===== src/rtl/alu_seq.sv =====
// Handshaked WIDTH-bit ALU: single-cycle logic/arith/shift ops plus iterative
// shift-add multiply and restoring divide/remainder, one operation in flight.
module alu_seq #(
  parameter  int WIDTH = 8,
  localparam int SHW   = $clog2(WIDTH)
) (
  input  logic             clk,
  input  logic             rst,
  input  logic             in_valid_i,
  output logic             in_ready_o,
  input  logic [WIDTH-1:0] in_x_i,
  input  logic [WIDTH-1:0] in_y_i,
  input  logic [3:0]       in_s_i,
  output logic             out_valid_o,
  input  logic             out_ready_i,
  output logic [WIDTH-1:0] out_s_o,
  output logic             out_zero_o,
  output logic             out_carry_o,
  output logic             out_ovf_o
);

  localparam logic [1:0] IDLE = 2'd0;
  localparam logic [1:0] BUSY = 2'd1;
  localparam logic [1:0] DONE = 2'd2;

  localparam logic [3:0] OP_ADD  = 4'd0;
  localparam logic [3:0] OP_SUB  = 4'd1;
  localparam logic [3:0] OP_NOT  = 4'd2;
  localparam logic [3:0] OP_AND  = 4'd3;
  localparam logic [3:0] OP_OR   = 4'd4;
  localparam logic [3:0] OP_XOR  = 4'd5;
  localparam logic [3:0] OP_SLT  = 4'd6;
  localparam logic [3:0] OP_EQ   = 4'd7;
  localparam logic [3:0] OP_SLTU = 4'd8;
  localparam logic [3:0] OP_SLL  = 4'd9;
  localparam logic [3:0] OP_SRL  = 4'd10;
  localparam logic [3:0] OP_SRA  = 4'd11;
  localparam logic [3:0] OP_MUL  = 4'd12;
  localparam logic [3:0] OP_DIVU = 4'd13;
  localparam logic [3:0] OP_REMU = 4'd14;

  localparam logic [SHW:0] CNT_LOAD = (SHW+1)'(WIDTH);
  localparam logic [SHW:0] CNT_ONE  = (SHW+1)'(1);

  logic [1:0]       state_q, state_d;
  logic [SHW:0]     cnt_q, cnt_d;
  logic [3:0]       op_q, op_d;
  // r: product accumulator / partial remainder; a: multiplicand / quotient
  // shifter; b: multiplier shifter / divisor
  logic [WIDTH-1:0] r_q, r_d, a_q, a_d, b_q, b_d;
  logic [WIDTH-1:0] res_q, res_d;
  logic             zero_q, zero_d, carry_q, carry_d, ovf_q, ovf_d;

  logic             is_sub, is_iter;
  logic [WIDTH-1:0] y_op, alu_res;
  logic [WIDTH:0]   sum;
  logic             alu_carry, alu_ovf;
  logic [SHW-1:0]   shamt;

  always_comb begin
    is_sub    = (in_s_i == OP_SUB);
    is_iter   = (in_s_i == OP_MUL) || (in_s_i == OP_DIVU) || (in_s_i == OP_REMU);
    y_op      = is_sub ? ~in_y_i : in_y_i;
    sum       = {1'b0, in_x_i} + {1'b0, y_op} + {{WIDTH{1'b0}}, is_sub};
    shamt     = in_y_i[SHW-1:0];
    alu_res   = '0;
    alu_carry = 1'b0;
    alu_ovf   = 1'b0;
    case (in_s_i)
      OP_ADD, OP_SUB: begin
        alu_res   = sum[WIDTH-1:0];
        alu_carry = sum[WIDTH];
        alu_ovf   = (in_x_i[WIDTH-1] == y_op[WIDTH-1]) &&
                    (sum[WIDTH-1] != in_x_i[WIDTH-1]);
      end
      OP_NOT:  alu_res = ~in_x_i;
      OP_AND:  alu_res = in_x_i & in_y_i;
      OP_OR:   alu_res = in_x_i | in_y_i;
      OP_XOR:  alu_res = in_x_i ^ in_y_i;
      OP_SLT:  alu_res = {{(WIDTH-1){1'b0}}, ($signed(in_x_i) < $signed(in_y_i))};
      OP_EQ:   alu_res = {{(WIDTH-1){1'b0}}, (in_x_i == in_y_i)};
      OP_SLTU: alu_res = {{(WIDTH-1){1'b0}}, (in_x_i < in_y_i)};
      OP_SLL:  alu_res = in_x_i << shamt;
      OP_SRL:  alu_res = in_x_i >> shamt;
      OP_SRA:  alu_res = $unsigned($signed(in_x_i) >>> shamt);
      default: alu_res = '0;
    endcase
  end

  logic [WIDTH-1:0] r_it, a_it, b_it, iter_res;
  logic [WIDTH:0]   shifted, trial;

  // One iteration of the multi-cycle op held in op_q. With a zero divisor the
  // trial subtraction never borrows, giving all-ones quotient and remainder x.
  always_comb begin
    shifted = {r_q, a_q[WIDTH-1]};
    trial   = shifted - {1'b0, b_q};
    if (op_q == OP_MUL) begin
      r_it = r_q + (b_q[0] ? a_q : '0);
      a_it = a_q << 1;
      b_it = b_q >> 1;
    end else begin
      r_it = trial[WIDTH] ? shifted[WIDTH-1:0] : trial[WIDTH-1:0];
      a_it = {a_q[WIDTH-2:0], ~trial[WIDTH]};
      b_it = b_q;
    end
    iter_res = (op_q == OP_DIVU) ? a_it : r_it;
  end

  always_comb begin
    state_d = state_q;
    cnt_d   = cnt_q;
    op_d    = op_q;
    r_d     = r_q;
    a_d     = a_q;
    b_d     = b_q;
    res_d   = res_q;
    zero_d  = zero_q;
    carry_d = carry_q;
    ovf_d   = ovf_q;
    case (state_q)
      IDLE: begin
        if (in_valid_i) begin
          op_d = in_s_i;
          if (is_iter) begin
            state_d = BUSY;
            cnt_d   = CNT_LOAD;
            r_d     = '0;
            a_d     = in_x_i;
            b_d     = in_y_i;
          end else begin
            state_d = DONE;
            res_d   = alu_res;
            zero_d  = (alu_res == '0);
            carry_d = alu_carry;
            ovf_d   = alu_ovf;
          end
        end
      end
      BUSY: begin
        r_d   = r_it;
        a_d   = a_it;
        b_d   = b_it;
        cnt_d = cnt_q - CNT_ONE;
        if (cnt_q == CNT_ONE) begin
          state_d = DONE;
          res_d   = iter_res;
          zero_d  = (iter_res == '0);
          carry_d = 1'b0;
          ovf_d   = 1'b0;
        end
      end
      DONE: begin
        if (out_ready_i) begin
          state_d = IDLE;
        end
      end
      default: state_d = IDLE;
    endcase
  end

  always_ff @(posedge clk or posedge rst) begin
    if (rst) begin
      state_q <= IDLE;
      cnt_q   <= '0;
      op_q    <= '0;
      r_q     <= '0;
      a_q     <= '0;
      b_q     <= '0;
      res_q   <= '0;
      zero_q  <= 1'b0;
      carry_q <= 1'b0;
      ovf_q   <= 1'b0;
    end else begin
      state_q <= state_d;
      cnt_q   <= cnt_d;
      op_q    <= op_d;
      r_q     <= r_d;
      a_q     <= a_d;
      b_q     <= b_d;
      res_q   <= res_d;
      zero_q  <= zero_d;
      carry_q <= carry_d;
      ovf_q   <= ovf_d;
    end
  end

  assign in_ready_o  = (state_q == IDLE);
  assign out_valid_o = (state_q == DONE);
  assign out_s_o     = res_q;
  assign out_zero_o  = zero_q;
  assign out_carry_o = carry_q;
  assign out_ovf_o   = ovf_q;

endmodule


===== config.mk =====
export PLATFORM = sky130hd
export DESIGN_NAME = alu_seq
export DESIGN_NICKNAME = d
export VERILOG_FILES = /design/src/rtl/alu_seq.sv
export SDC_FILE = /design/constraint.sdc
export NUM_CORES = 1
export LEC_CHECK = 0
export BUFFER_PORTS_ARGS = -buffer_cell sky130_fd_sc_hd__buf_2
export CAP_MARGIN = 20
export CORE_MARGIN = 10
export CORE_UTILIZATION = 50
export DETAILED_ROUTE_END_ITERATION = 10
export PLACE_DENSITY = 0.78
export SLEW_MARGIN = 20
export SYNTH_ARGS = -nofsm -noshare
export SYNTH_HDL_FRONTEND = slang
export SYNTH_SLANG_ARGS = --single-unit
export TNS_END_PERCENT = 10

===== constraint.sdc =====
create_clock -name clk -period 7.7 [get_ports clk]
set_clock_uncertainty 0.15 [all_clocks]
set_input_delay 1.155 -clock clk [delete_from_list [all_inputs] [get_ports clk]]
set_output_delay 1.155 -clock clk [all_outputs]
set_load 0.02 [all_outputs]

* Word-level counts from Yosys, hierarchy flattened
Index checks and enable logic that the tools add are counted.
Word-level totals: memories 0, bits in read-only memories 0, latch bits 0, bits in registers 45, logic and storage cells 110, bits in writable memories 0
Operators by class: multipliers 0, eq/ne operators 28, add/subtract/negate cells 5, div/mod/pow operators 0, mux-type cells 42, bitwise gates (word level) 6, $lt $le $gt $ge 2, reduce and logical (&&, ||, !) cells 14, shifts and indexed selects 3
Operator list (count):
- two-way mux 8 bit | 15
- case mux 8 bit (11 select lines) | 1
- case mux 8 bit (2 select lines) | 4
- == test 4 bit, second input constant | 9
- == test 4 x 3 -> 1 bit, second input constant | 4
- logical NOT 8 bit | 2
- < comparator 8 bit | 2
- NOT 8 bit | 2
- two-way mux 1 bit | 11
- adder 8 x 8 -> 9 bit | 1
- adder 9 x 1 -> 9 bit | 1
- subtractor 9 x 8 -> 9 bit | 1
- adder 8 bit | 1
- bitwise AND 8 bit | 1
- == test 4 x 1 -> 1 bit, second input constant | 2
- == test 4 x 2 -> 1 bit, second input constant | 2
- == test 8 bit | 1
- two-way mux 2 bit | 4
- two-way mux 4 bit | 2
- inequality test 2 bit, second input constant | 4
- bitwise OR 8 bit | 1
- case mux 4 bit (2 select lines) | 1
- AND reduction 4 bit | 2
- << shifter 8 x 3 -> 8 bit | 1
- other kinds (20) | 25

* Longest topological paths before layout
depth after elaboration 10, depth in mapped cells 14, mapped depth without buffers 12

* Worst setup path after synthesis
OpenSTA, ideal clock, no wires.
kind input to register, start in in_s_i[1], end reg zero_q (netlist: out_zero_o), stages on the path 13, setup slack 3606 ps, arrival time 3815 ps, data required time 7421 ps, cell sequence buf_2 nor4b_1 buf_4 xnor2_1 ha_1 and3b_1 a2111o_1 a311oi_2 xnor2_1 nand2_1 and2_0 a32oi_1 o31ai_1
On the way: cells in the longest elaborated chain, start to end 9, elaborated cells between the ends (all ways) 28, classes of those cells add/sub: 2; eq/ne: 15; mux: 5; reduce/logical: 6
Ends and longest elaborated chain:
- start: declaration | line 13 | input logic [3:0] in_s_i,
- == test 4 x 1 -> 1 bit | line 61, 69
- two-way mux 8 bit | line 63 | y_op = is_sub ? ~in_y_i : in_y_i;
- adder 8 x 8 -> 9 bit | line 64 | sum = {1'b0, in_x_i} + {1'b0, y_op} + {{WIDTH{1'b0}}, is_sub};
- adder 9 x 1 -> 9 bit | line 64
- case mux 8 bit (11 select lines) | line 69 | case (in_s_i)
- logical NOT 8 bit | line 134 | zero_d = (alu_res == '0);
- two-way mux 1 bit | line 125 | if (is_iter) begin
- two-way mux 1 bit | line 123 | if (in_valid_i) begin
- case mux 1 bit (2 select lines) | line 121 | case (state_q)
- end signal: assignment | line 182 | zero_q <= zero_d;
- end: declaration | line 52 | logic zero_q, zero_d, carry_q, carry_d, ovf_q, ovf_d;
Several ways; a longest one is shown, not always the timed one. The select of a mux whose other input is x is not followed. A chain may end at the register's enable or synchronous reset.

* Worst setup path in the final report
start in in_s_i[0], end reg zero_q (netlist: out_zero_o)
The elaborated chain is that of the path after synthesis.

==> flow_metrics.env <==
export IMPL_status="finished clean"
export IMPL_synth_compound_area_share_pct=26.8
export IMPL_min_path_cells=1
export IMPL_drc=0
export IMPL_area_growth_pct=6.07
export IMPL_drtIter0Drc=537
export IMPL_hold_path_class="reg2reg"
export IMPL_yosysTopAreaCell="dfrtp_1"
export IMPL_wl_per_cell_um=21.2
export IMPL_port_buffers=36
export IMPL_clock_latency_ns=0.30
export IMPL_rows=36
export IMPL_gp_congestion=0.946
export IMPL_worst_pin_slew_ns=1.07
export IMPL_reg2reg_depth=11
export IMPL_clk_path_buf_depth=2
export IMPL_synth_edff_count=0
export IMPL_die_area_um2=14500
export IMPL_synth_flop_cell="dfrtp_1"
export IMPL_dp_hpwl_um=12300
export IMPL_synth_top_area_share_pct=22.3
export IMPL_max_freq_ghz=0.217
export IMPL_syn_num_nets=700
export IMPL_h_tree_depth=2
export IMPL_die_w_um=120
export IMPL_cp_start_kind="primary input"
export IMPL_nets=709
export IMPL_cp_arrival_ns=4.66
export IMPL_fin_setup_tns_ns=0
export IMPL_power_mw=1.87
export IMPL_slew_viol_final=0
export IMPL_synth_area_um2=5050
export IMPL_synth_fa_ha_area_share_pct=13.6
export IMPL_cts_root_buf="clkbuf_8"
export IMPL_ys_types=84
export IMPL_num_vias=4990
export IMPL_post_cts_buffers=0
export IMPL_track_usage_pct=22.3
export IMPL_seq_area_frac_synth_pct=22.3
export IMPL_vias_per_cell=6.51
export IMPL_synth_area_top_cells="dfrtp_1 22%, ha_1 12%, nand2_1 5.4%"
export IMPL_drtAntennaViolNets=0
export IMPL_grt_max_degree=46
export IMPL_path_clk_slew_ns=0.09
export IMPL_power_leakage_nw=2.42
export IMPL_power_density_nw_per_um2=349
export IMPL_rr_startpoint="b_q[0]"
export IMPL_min_period_over_period_pct=59.8
export IMPL_layout_drive_gt1_share_pct=12.0
export IMPL_synth_xor_area_share_pct=4.16
export IMPL_relSlewSlack_pct=28.4
export IMPL_cts_tree="done"
export IMPL_antennaDiodeCount=0
export IMPL_clock_sinks=45
export IMPL_synth_top_family_by_area="compound AO/OA/AOI/OAI gates"
export IMPL_cts_hold_repair_buffers=0
export IMPL_coreArea_um2=9820
export IMPL_synthSimpleGateAreaFrac_pct=21.5
export IMPL_timing_rr_end="out_zero_o"
export IMPL_grt_setup_unrepaired="no"
export IMPL_syn_area_per_cell_um2=8.11
export IMPL_finalNonFillerCells=766
export IMPL_max_vdd_ir_drop_uv=134
export IMPL_grt_first_pass_wirelength_um=26400
export IMPL_cp_end_kind="flop"
export IMPL_stdcell_area_um2=5360
export IMPL_cts_resized=0
export IMPL_cp_max_fo=25
export IMPL_setup_viol=0
export IMPL_grt_pass1_vias=4931
export IMPL_die_h_um=120
export IMPL_dr_pass1_iters=5
export IMPL_max_cap_violations=0
export IMPL_yosysWarningCount=0
export IMPL_antenna_found_initial=0
export IMPL_initial_utilization_pct=51.4
export IMPL_worstPathRequired_ns=7.76
export IMPL_hold_path_endpoint="out_s_o[4]"
export IMPL_report_final_hold_viol_count=0
export IMPL_crit_type="in2reg"
export IMPL_synth_area_mux_share_pct=5.80
export IMPL_wl_um=16200
export IMPL_pin_count=37
export IMPL_period_minus_slack_ns=4.60
export IMPL_finalHoldWorstSlack_ns=0.330
export IMPL_r2r_slack_ns=4.26
export IMPL_placed_cells=758
export IMPL_syn_inst=623
export IMPL_placed_area_um2=5260
export IMPL_async_flop_share_pct=100
export IMPL_synth_seq_cells=45
export IMPL_fillers=965
export IMPL_hold_start="out_s_o[4]"
export IMPL_gr_total_overflow=0
export IMPL_numCtsBuffers=5
registers in the layout, indices dropped and copies added (netlist names):
name,cells
out_s_o,8
b_q,8
out_carry_o,1
out_zero_o,1
r_q,8
op_q,4
a_q,8
out_ovf_o,1
cnt_q,4
state_q,2
synthesized netlist by cell type (3+ instances only):
cell type	count
fa_1	3
a21o_1	10
nand3_1	17
o41ai_1	3
ha_1	50
o211ai_1	10
and3b_1	3
o211a_1	4
nor2_1	46
a211oi_1	11
mux2_2	6
o21ai_1	5
dfrtp_1	45
a31oi_1	20
nand4b_1	3
or3_1	5
inv_1	36
and3_1	5
clkbuf_1	19
o21ai_0	32
xnor2_1	14
o2111ai_1	4
and2_1	10
o21a_1	4
a22o_1	6
nor3_1	12
a21oi_1	27
a211o_1	3
a221oi_1	6
mux4_2	6
buf_2	11
nand2b_1	8
nor4_1	5
o22ai_1	8
nand2_1	73
mux2i_1	9
nor3b_1	4
nor2b_1	6
xor2_1	10
o221ai_1	3
a22oi_1	5
placed cells by master (no fill, tap or decap), types with 6 or more instances in the layout:
cell	instances
o211ai_1	10
a21o_1	10
nand3_1	17
mux2i_1	9
a211oi_1	11
xnor2_1	14
a31oi_1	20
o21ai_0	32
dfrtp_1	45
ha_1	50
mux4_2	6
nand2_1	73
o22ai_1	8
xor2_1	10
a22o_1	6
and2_1	10
nor2_1	45
a221oi_1	6
nand2b_1	8
a21oi_1	27
mux2_2	6
buf_2	36
inv_1	35
nor3_1	12
power by group:
part / leakage [nW] / switching, mW / internal (mW)
combinational: 1.83 / 0.767 / 0.475
clock: 0.0385 / 0.0868 / 0.0645
sequential: 0.554 / 0.135 / 0.339
cell families after synthesis:
kind of cell | Yosys count
AND/OR/NAND/NOR | 217
AO/OA/AOI/OAI | 190
buffers and inverters | 73
adder cells (fa/ha/maj) | 53
flip-flops | 45
XOR/XNOR | 24
multiplexers | 21
routing by layer:
metal,track usage (%),part of all wire [%]
met1,30.7,45
met2,35.2,45
met3,4.19,8.6
met4,5.20,1.7
met5,0,0
worst max-delay path by stage:
| stage | endpoint | slack (ns) | start |
|---|---|---|---|
| 3_3_place_gp | out_zero_o | 2.68 | in_s_i[0] |
| 2_1_floorplan | out_zero_o | 3.61 | in_s_i[1] |
| 3_5_place_dp | out_zero_o | 2.56 | in_s_i[0] |
| 4_1_cts | out_zero_o | 2.85 | in_s_i[0] |
| 6_report | out_zero_o | 3.10 | in_s_i[0] |
| 5_1_grt | out_zero_o | 2.92 | in_s_i[0] |
worst max-delay path, stage by stage:
cell	delay [ns]
buf_2	0.36
nor4b_4	0.68
xnor2_1	0.23
fa_1	0.51
a21oi_1	0.16
nor3_1	0.06
a2111oi_0	0.80
nand4b_1	0.16
nor4_1	0.26
a32oi_1	0.16
o31ai_1	0.11
layout make-up:
class / instances / area (um2) / share of cell area, %
well taps: 133 / 166 / 3.11
repair buffers: 36 / 180 / 3.36
clock buffers: 7 / 76.3 / 1.42
multi-input cells: 505 / 3650 / 68.2
inverters: 39 / 146 / 2.73
flip-flops and latches: 45 / 1130 / 21.0
clock inverters: 1 / 7.51 / 0.140
stage by stage:
step,utilization [%],setup slack (ns)
final,54.5,3.10
after global routing,54.5,2.92
after CTS,54.4,2.85
after detailed placement,53.5,2.56
after global placement,53.5,2.68
after floorplan,-,3.61
Power figures use the tool's default switching activity.
